[src/rtl/frame_strobe_gen.sv]
// frame_strobe_gen
//
// Configuration frame strobe generator sitting at the bottom of one fabric
// column. A frame-write request carries a packed address (column select in
// the top bits, frame index in the low bits). When the select matches this
// column's ID and the index is in range, the block emits a registered one-hot
// strobe pulse of StrobeCycles cycles. The pulse is preceded by SetupCycles
// low cycles and followed by HoldCycles low cycles, so the row FrameData is
// stable around both edges of the strobe.
//
// Ports
//   UserCLK              in   fabric/config clock, rising edge
//   reset                in   synchronous active-high reset
//   FrameAddressRegister in   packed request address (select + index)
//   req_valid            in   request present
//   req_ready            out  high only while idle
//   FrameStrobe          out  registered one-hot frame strobe
//   done                 out  one-cycle pulse: matched request fully strobed
//   err                  out  one-cycle pulse: matched column, index out of range
//   busy                 out  high whenever not idle
//   frames_written       out  saturating count of completed strobes
//
// state    | meaning
// ---------+-----------------------------------------------------------
// S_IDLE   | waiting for a request, req_ready high
// S_CHECK  | decode latched select/index, decide match / error / proceed
// S_SETUP  | strobe low, FrameData settling before the pulse
// S_STROBE | one-hot strobe high on the latched frame index
// S_HOLD   | strobe low, FrameData held after the pulse
// S_DONE   | one-cycle completion, bump frames_written

module frame_strobe_gen #(
    parameter int MaxFramesPerCol  = 20,
    parameter int FrameBitsPerRow  = 32,
    parameter int FrameSelectWidth = 5,
    parameter int IndexWidth       = 5,
    parameter int Col              = 0,
    parameter int SetupCycles      = 1,
    parameter int StrobeCycles     = 2,
    parameter int HoldCycles       = 1
) (
    input  logic                       UserCLK,
    input  logic                       reset,
    input  logic [FrameBitsPerRow-1:0] FrameAddressRegister,
    input  logic                       req_valid,
    output logic                       req_ready,
    output logic [MaxFramesPerCol-1:0] FrameStrobe,
    output logic                       done,
    output logic                       err,
    output logic                       busy,
    output logic [15:0]                frames_written
);

    localparam int MaxCycles = (SetupCycles > StrobeCycles)
                             ? ((SetupCycles > HoldCycles) ? SetupCycles : HoldCycles)
                             : ((StrobeCycles > HoldCycles) ? StrobeCycles : HoldCycles);
    localparam int CntWidth  = $clog2(MaxCycles + 1);

    localparam logic [FrameSelectWidth-1:0] ColSel     = FrameSelectWidth'(Col);
    localparam logic [31:0]                 MaxFramesU = 32'(MaxFramesPerCol);

    typedef enum logic [2:0] {
        S_IDLE,
        S_CHECK,
        S_SETUP,
        S_STROBE,
        S_HOLD,
        S_DONE
    } state_t;

    state_t                       state_q, state_d;
    logic [FrameSelectWidth-1:0]  sel_q, sel_d;
    logic [IndexWidth-1:0]        idx_q, idx_d;
    logic [CntWidth-1:0]          cnt_q, cnt_d;
    logic [MaxFramesPerCol-1:0]   strobe_q, strobe_d;
    logic                         done_q, done_d;
    logic                         err_q, err_d;
    logic                         busy_q, busy_d;
    logic                         ready_q, ready_d;
    logic [15:0]                  frames_written_q, frames_written_d;

    logic col_match;
    logic idx_bad;
    logic cnt_last;

    // Address bits between the select and index fields carry no meaning here.
    logic addr_unused;
    assign addr_unused = ^FrameAddressRegister[FrameBitsPerRow-FrameSelectWidth-1:IndexWidth];

    assign col_match = (sel_q == ColSel);
    assign idx_bad   = (32'(idx_q) >= MaxFramesU);
    assign cnt_last  = (cnt_q == CntWidth'(1));

    always_comb begin
        state_d          = state_q;
        sel_d            = sel_q;
        idx_d            = idx_q;
        cnt_d            = cnt_q;
        err_d            = 1'b0;
        frames_written_d = frames_written_q;

        case (state_q)
            S_IDLE: begin
                // ready_q is always high in idle, so valid alone accepts.
                if (req_valid) begin
                    sel_d   = FrameAddressRegister[FrameBitsPerRow-1 -: FrameSelectWidth];
                    idx_d   = FrameAddressRegister[IndexWidth-1:0];
                    state_d = S_CHECK;
                end
            end
            S_CHECK: begin
                if (!col_match) begin
                    state_d = S_IDLE;
                end else if (idx_bad) begin
                    err_d   = 1'b1;
                    state_d = S_IDLE;
                end else begin
                    cnt_d   = CntWidth'(SetupCycles);
                    state_d = S_SETUP;
                end
            end
            S_SETUP: begin
                if (cnt_last) begin
                    cnt_d   = CntWidth'(StrobeCycles);
                    state_d = S_STROBE;
                end else begin
                    cnt_d = cnt_q - CntWidth'(1);
                end
            end
            S_STROBE: begin
                if (cnt_last) begin
                    cnt_d   = CntWidth'(HoldCycles);
                    state_d = S_HOLD;
                end else begin
                    cnt_d = cnt_q - CntWidth'(1);
                end
            end
            S_HOLD: begin
                if (cnt_last) begin
                    state_d = S_DONE;
                end else begin
                    cnt_d = cnt_q - CntWidth'(1);
                end
            end
            S_DONE: begin
                if (frames_written_q != 16'hFFFF) begin
                    frames_written_d = frames_written_q + 16'd1;
                end
                state_d = S_IDLE;
            end
            default: begin
                state_d = S_IDLE;
            end
        endcase

        // Outputs are decoded from the next state and registered, so each
        // output flop is high exactly during the cycles its state is active.
        strobe_d = '0;
        if (state_d == S_STROBE) begin
            strobe_d = MaxFramesPerCol'(1) << idx_q;
        end
        done_d  = (state_d == S_DONE);
        busy_d  = (state_d != S_IDLE);
        ready_d = (state_d == S_IDLE);
    end

    always_ff @(posedge UserCLK) begin
        if (reset) begin
            state_q          <= S_IDLE;
            sel_q            <= '0;
            idx_q            <= '0;
            cnt_q            <= '0;
            strobe_q         <= '0;
            done_q           <= 1'b0;
            err_q            <= 1'b0;
            busy_q           <= 1'b0;
            ready_q          <= 1'b1;
            frames_written_q <= 16'h0000;
        end else begin
            state_q          <= state_d;
            sel_q            <= sel_d;
            idx_q            <= idx_d;
            cnt_q            <= cnt_d;
            strobe_q         <= strobe_d;
            done_q           <= done_d;
            err_q            <= err_d;
            busy_q           <= busy_d;
            ready_q          <= ready_d;
            frames_written_q <= frames_written_d;
        end
    end

    assign req_ready      = ready_q;
    assign FrameStrobe    = strobe_q;
    assign done           = done_q;
    assign err            = err_q;
    assign busy           = busy_q;
    assign frames_written = frames_written_q;

endmodule

[config.mk]
export PLATFORM = sky130hd
export DESIGN_NAME = frame_strobe_gen
export DESIGN_NICKNAME = d
export VERILOG_FILES = /design/src/rtl/frame_strobe_gen.sv
export SDC_FILE = /design/constraint.sdc
export NUM_CORES = 1
export LEC_CHECK = 0
export CAP_MARGIN = 15
export CORE_UTILIZATION = 42
export CTS_CLUSTER_SIZE = 24
export DETAILED_ROUTE_END_ITERATION = 7
export GPL_TIMING_DRIVEN = 0
export PLACE_DENSITY = 0.87
export SLEW_MARGIN = 30
export SYNTH_ARGS = -nofsm -noshare
export SYNTH_HDL_FRONTEND = slang
export SYNTH_SLANG_ARGS = --single-unit
[constraint.sdc]
create_clock -name UserCLK -period 1.7 [get_ports UserCLK]
set_input_delay 0.425 -clock UserCLK [delete_from_list [all_inputs] [get_ports UserCLK]]
set_output_delay 0.425 -clock UserCLK [all_outputs]
set_load 0.05 [all_outputs]
# After elaboration in Yosys (flattened, before gate mapping)
# Cells that the tools add are included.
[word_totals] ff_bits=55 latch_bits=0 mem_bits_rw=0 rom_bits=0 inputBits=35 out_inout_bits=40 elab_cells=53 memories=0
[classes] addsub=2 mul=0 div_mod_pow=0 order_cmp=1 eq_ne=12 shifts=1 mux=14 bitwise=3 n_reduce_logical=10
[op_table] cell="<< shifter 1 x 5 -> 20 bit, first input constant" count=1
[op_table] cell="adder 16 x 1 -> 16 bit, second input constant" count=1
[op_table] cell="!= test 16 bit, second input constant" count=1
[op_table] cell="one-hot mux 3 bit (5 select lines)" count=1
[op_table] cell="2-to-1 mux 2 bit" count=7
[op_table] cell="2-to-1 mux 3 bit" count=4
[op_table] cell="== test 3 x 2 -> 1 bit, second input constant" count=3
[op_table] cell="== test 3 bit, second input constant" count=3
[op_table] cell="one-hot mux 2 bit (4 select lines)" count=1
[op_table] cell="logical NOT 3 bit" count=2
[op_table] cell="!= test 2 bit, second input constant" count=3
[op_table] cell="greater-or-equal comparator 5 bit, second input constant" count=1
[op_table] cell="logical NOT 5 bit" count=1
[op_table] cell="AND reduction 2 bit" count=2
[op_table] cell="AND reduction 4 bit" count=1
[op_table] cell="nonzero test 4 bit" count=1
[op_table] cell="== test 3 x 1 -> 1 bit, second input constant" count=1
[op_table] cell="NOT 1 bit" count=3
[op_table] cell="nonzero test 3 bit" count=1
[op_table] cell="OR reduction 3 bit" count=1
[op_table] cell="== test 2 x 1 -> 1 bit, second input constant" count=1
[op_table] cell="OR reduction 2 bit" count=1
[op_table] cell="subtractor 2 x 1 -> 2 bit, second input constant" count=1
[op_table] cell="2-to-1 mux 1 bit" count=1

# Depth between registers and ports, before layout
[depth] word_depth=7 ltp_mapped=7 depth_no_buf=6

# Least setup slack after synthesis
# Ideal clock, no wire load.
[synth_timing] kind="reg-to-reg" from="register frames_written_q[8], in the netlist frames_written[8]" to="register frames_written_q[15], in the netlist frames_written[15]" setup_ns=0.123 arrival_ns=1.873 required_time_ns=1.577 setup_slack_ns=-0.297 stages_incl_launch_ff=5 n_path_buf=0 synth_period_minus_slack_ns=1.997 path_cell_list="dfxtp_1 nand4_2 or2_1 nor4_1 mux2_1"
[synth_via] elab_chain_len=2 word_cells_on_any_way=3 cone_classes="add/sub: 1; eq/ne: 1; reduce/logical: 1"
[synth_lines] item="start: declaration" line_no="80" text="logic [15:0] frames_written_q, frames_written_d;"
[synth_lines] item="start signal: assignment" line_no="189" text="frames_written_q <= frames_written_d;"
[synth_lines] item="parallel branches: the longest is 2 deep, another holds adder 16 x 1 -> 16 bit"
# Several ways; the timed one is not identified.
# A chain may end at the register's enable or synchronous reset.

# Worst setup path in the final report
[layout_timing] from="register state_q[2]" to="register strobe_q[8], in the netlist FrameStrobe[8]"
[layout_via] elab_chain_len=5 word_cells_on_any_way=13 cone_classes="eq/ne: 5; mux: 5; bitwise: 1; reduce/logical: 2"
[layout_lines] item="start: declaration" line_no="71" text="state_t state_q, state_d;"
[layout_lines] item="start signal: assignment" line_no="180" text="state_q <= state_d;"
[layout_lines] item="== test 3 bit (tied with other cells)" line_no="102" text="case (state_q)"
[layout_lines] item="one-hot mux 3 bit (5 select lines) *" line_no="102"
[layout_lines] item="== test 3 x 2 -> 1 bit *" line_no="159" text="if (state_d == S_STROBE) begin"
[layout_lines] item="NOT 1 bit (no source line) *"
[layout_lines] item="OR reduction 2 bit (no source line) *"
[layout_lines] item="end signal: assignment" line_no="184" text="strobe_q <= strobe_d;"
[layout_lines] item="end: declaration" line_no="75" text="logic [MaxFramesPerCol-1:0] strobe_q, strobe_d;"
# Mark *: on every way between the ends. The rest lies on a longest branch, timed or not.

==> out/metrics.yaml <==
run_status:
  status: "finished with violations"
  violations: "negative setup slack"
floorplanning:
  dieArea_sq_mm: 0.00603
  die_h_um: 77.6
  die_w_um: 77.6
  rows: 27
  core_sq_mm: 0.00551
  pin_count: 75
  start_util_pct: 43.6
placed_design:
  place_inst: 390
  pre_cts_ws_ns: -0.387
  io_buffers: 52
  routabilityCongestion: 0.911
  hpwl_um: 3930
grt:
  grt_pass1_vias: 2052
  grt_usage_pct: 18.7
  antenna_found_initial: 0
  grt_first_pass_wirelength_um: 9180
  overflow: 0
  grt_max_degree: 20
yosys:
  yosys-top-cells-area: "dfxtp_1 46%, nor4_1 6.5%, nand2_1 5.0%"
  synth_top_area_cell: "dfxtp_1"
  synth_flop_cell: "dfxtp_1"
  ys_ff_latch: 55
  synthAdderAreaFrac_pct: 2.08
  syn-instance-count: 266
  syn_area_per_cell_sq_um: 9.03
  ys_seq_area_share_pct: 45.8
  synth_async_sr_flop_share_pct: 0
  synth_top_family_by_area: "simple AND/OR/NAND/NOR gates"
  yosys.area_share.simple_pct: 34.4
  yosys_warnings: 0
  synth_area_sq_mm: 0.00240
  synth_compound_area_share_pct: 10.0
  synth_edf_count: 0
  synth_xor_area_share_pct: 0.365
  ys_types: 52
  synth_top_area_share_pct: 45.8
  syn-num-nets: 305
  muxShareOfSynthArea_pct: 3.65
worst_hold_path:
  hold_class: "flop to flop"
critical_path:
  cp_data_required_time_ns: 1.92
  endpoint_kind: "flop"
  critical_path_class: "flop to flop"
  cp.arrival_ns: 2.00
  critPathLaunchType: "flop"
  crit_fanout: 10
cts:
  clockBufferDepth: 2
  clkLatencyLatePin_ns: 0.31
  path_clk_slew_ns: 0.11
  cts_num_sinks: 55
  htree_levels: 2
  cts_tree: "built"
  cts_hold_buf: 0
  numCtsBuffers: 5
  clockRootBuffer: "clkbuf_8"
detailed_routing:
  vias: 2283
  avgViaCountPerCell: 5.61
  drc_errors: 0
  ant_nets: 0
  firstDrtPassIters: 4
  drt_iter0_markers: 74
  wirelength_um: 6170
  routedWlPerCell_um: 15.2
timing:
  tightest_slew_ns: 0.555
  skew_ns: 0.00840
  finalHoldViolCount: 0
  finalCriticalPeriod_ns: 1.78
  max_freq_mhz: 562
  finalCritPeriodShare_pct: 105
  setup_violations: 15
  setup_slack_ns: -0.0800
  timing.slew.headroom_pct: 62.7
  rsz0062_at_grt: "true"
  setup_tns_ns: -0.512
  drv_slew: 0
finish:
  post_route_cells_drive_above_1_share_pct: 27.5
  diodes: 0
  synthToLayoutAreaGrowth_pct: 44.4
  final_cell_mix: "34 x dfxtp_1, 34 x dlygate4sd2_1, 32 x nand2_1"
  fin_cells: 407
  final_util_pct: 63.0
  final_nets: 373
power:
  sequentialPowerShare_pct: 52.7
  pwr_density_cell_mw_per_mm2: 739
  power.switching_w: 0.000774
  p_sw_share_pct: 30.2
  combPwrFrac_pct: 17.6
  ir_drop_uv: 355
  p_clk_share_pct: 29.7
  p_int_w: 0.00179
  p_leak_nw: 1.39
run:
  timing.max_cap.violations: 0
## path summary, 6_finish.rpt
| path | from | to | slack, ns | cells past startpoint |
|---|---|---|---|---|
| worst min-delay path | sel_q[0] | sel_q[0] | 0.49 | 2 |
| worst max register to register | state_q[2] | FrameStrobe[8] | -0.08 | 5 |
| worst max-delay path | state_q[2] | FrameStrobe[8] | -0.08 | 5 |
| worst min register to register | sel_q[0] | sel_q[0] | 0.49 | 2 |
## flip-flops by register name, summed over array words and instances, names as in the netlist
name	flops
FrameStrobe	20
idx_q	5
req_ready	1
state_q	3
frames_written	16
done	1
cnt_q	2
sel_q	5
err	1
busy	1
## layout make-up
class                      count  area [sq um]
multi-input combinational    192          1480
buffer                        14          87.6
sequential                    55          1160
inverter                       5          18.8
clock inverter                 3          28.8
tap                           72          90.1
fill                         462          2040
timing repair buffer          61           538
clock buffer                   5          68.8
## per-layer routing
metal	GRT usage [%]	share of wire, %	vias up
met4	7.92	1.6	0
met5	0	0	-
met3	3.41	5.7	13
met1	21.1	40	1082
met2	34.3	53	78
li1	-	-	1110
## power groups by stage
| stage | registers (W) | logic, W | clock network, W |
|---|---|---|---|
| 2_1_floorplan | 0.00141 | 0.000218 | 0 |
| 3_3_place_gp | 0.00138 | 0.000338 | 0 |
| 3_5_place_dp | 0.00138 | 0.000353 | 0 |
| 4_1_cts | 0.00135 | 0.000366 | 0.000765 |
| 5_1_grt | 0.00136 | 0.000488 | 0.000838 |
| 6_report | 0.00135 | 0.000451 | 0.000762 |
## cells by family (layout without fill, tap and decap cells)
kind of cell / after synthesis / in the layout
AO/OA/AOI/OAI: 39 / 39
XOR/XNOR: 1 / 1
adder cells (fa/ha/maj): 4 / 4
buffers and inverters: 19 / 88
flip-flops: 55 / 55
multiplexers: 8 / 8
AND/OR/NAND/NOR: 140 / 140
## worst max-delay path, stage by stage (launching register included)
cell	delay [ns]
dfxtp_4	0.38
or3b_4	0.40
and4bb_1	0.35
o21ai_4	0.11
buf_6	0.17
nor4_1	0.30
## timing repair
item | 4_1_cts | 5_1_grt
setup buffers | 1 | 7
pin swaps | 5 | 12
setup endpoints to repair | 87 | 43
resized for setup | 67 | 51
gates cloned | 0 | 1
## synthesized netlist by cell type, drive strengths merged, types with 4 or more instances
cell type	instances
dfxtp	55
nand2	32
nor4	27
a21oi	20
nor2	16
nor2b	10
clkbuf	9
nor3	9
nand3	8
nand2b	7
mux2	6
a31oi	5
buf	5
inv	5
nand4	5
ha	4
or3	4
## stage by stage
stage	cell area, sq um	total power (W)	hold slack [ns]
5_1_grt	3470	0.00268	0.495
2_1_floorplan	2440	0.00162	0.448
6_report	3470	0.00257	0.489
3_3_place_gp	3060	0.00172	0.460
4_1_cts	3230	0.00248	0.488
3_5_place_dp	3060	0.00173	0.472
(Power assumes the default switching activity.)
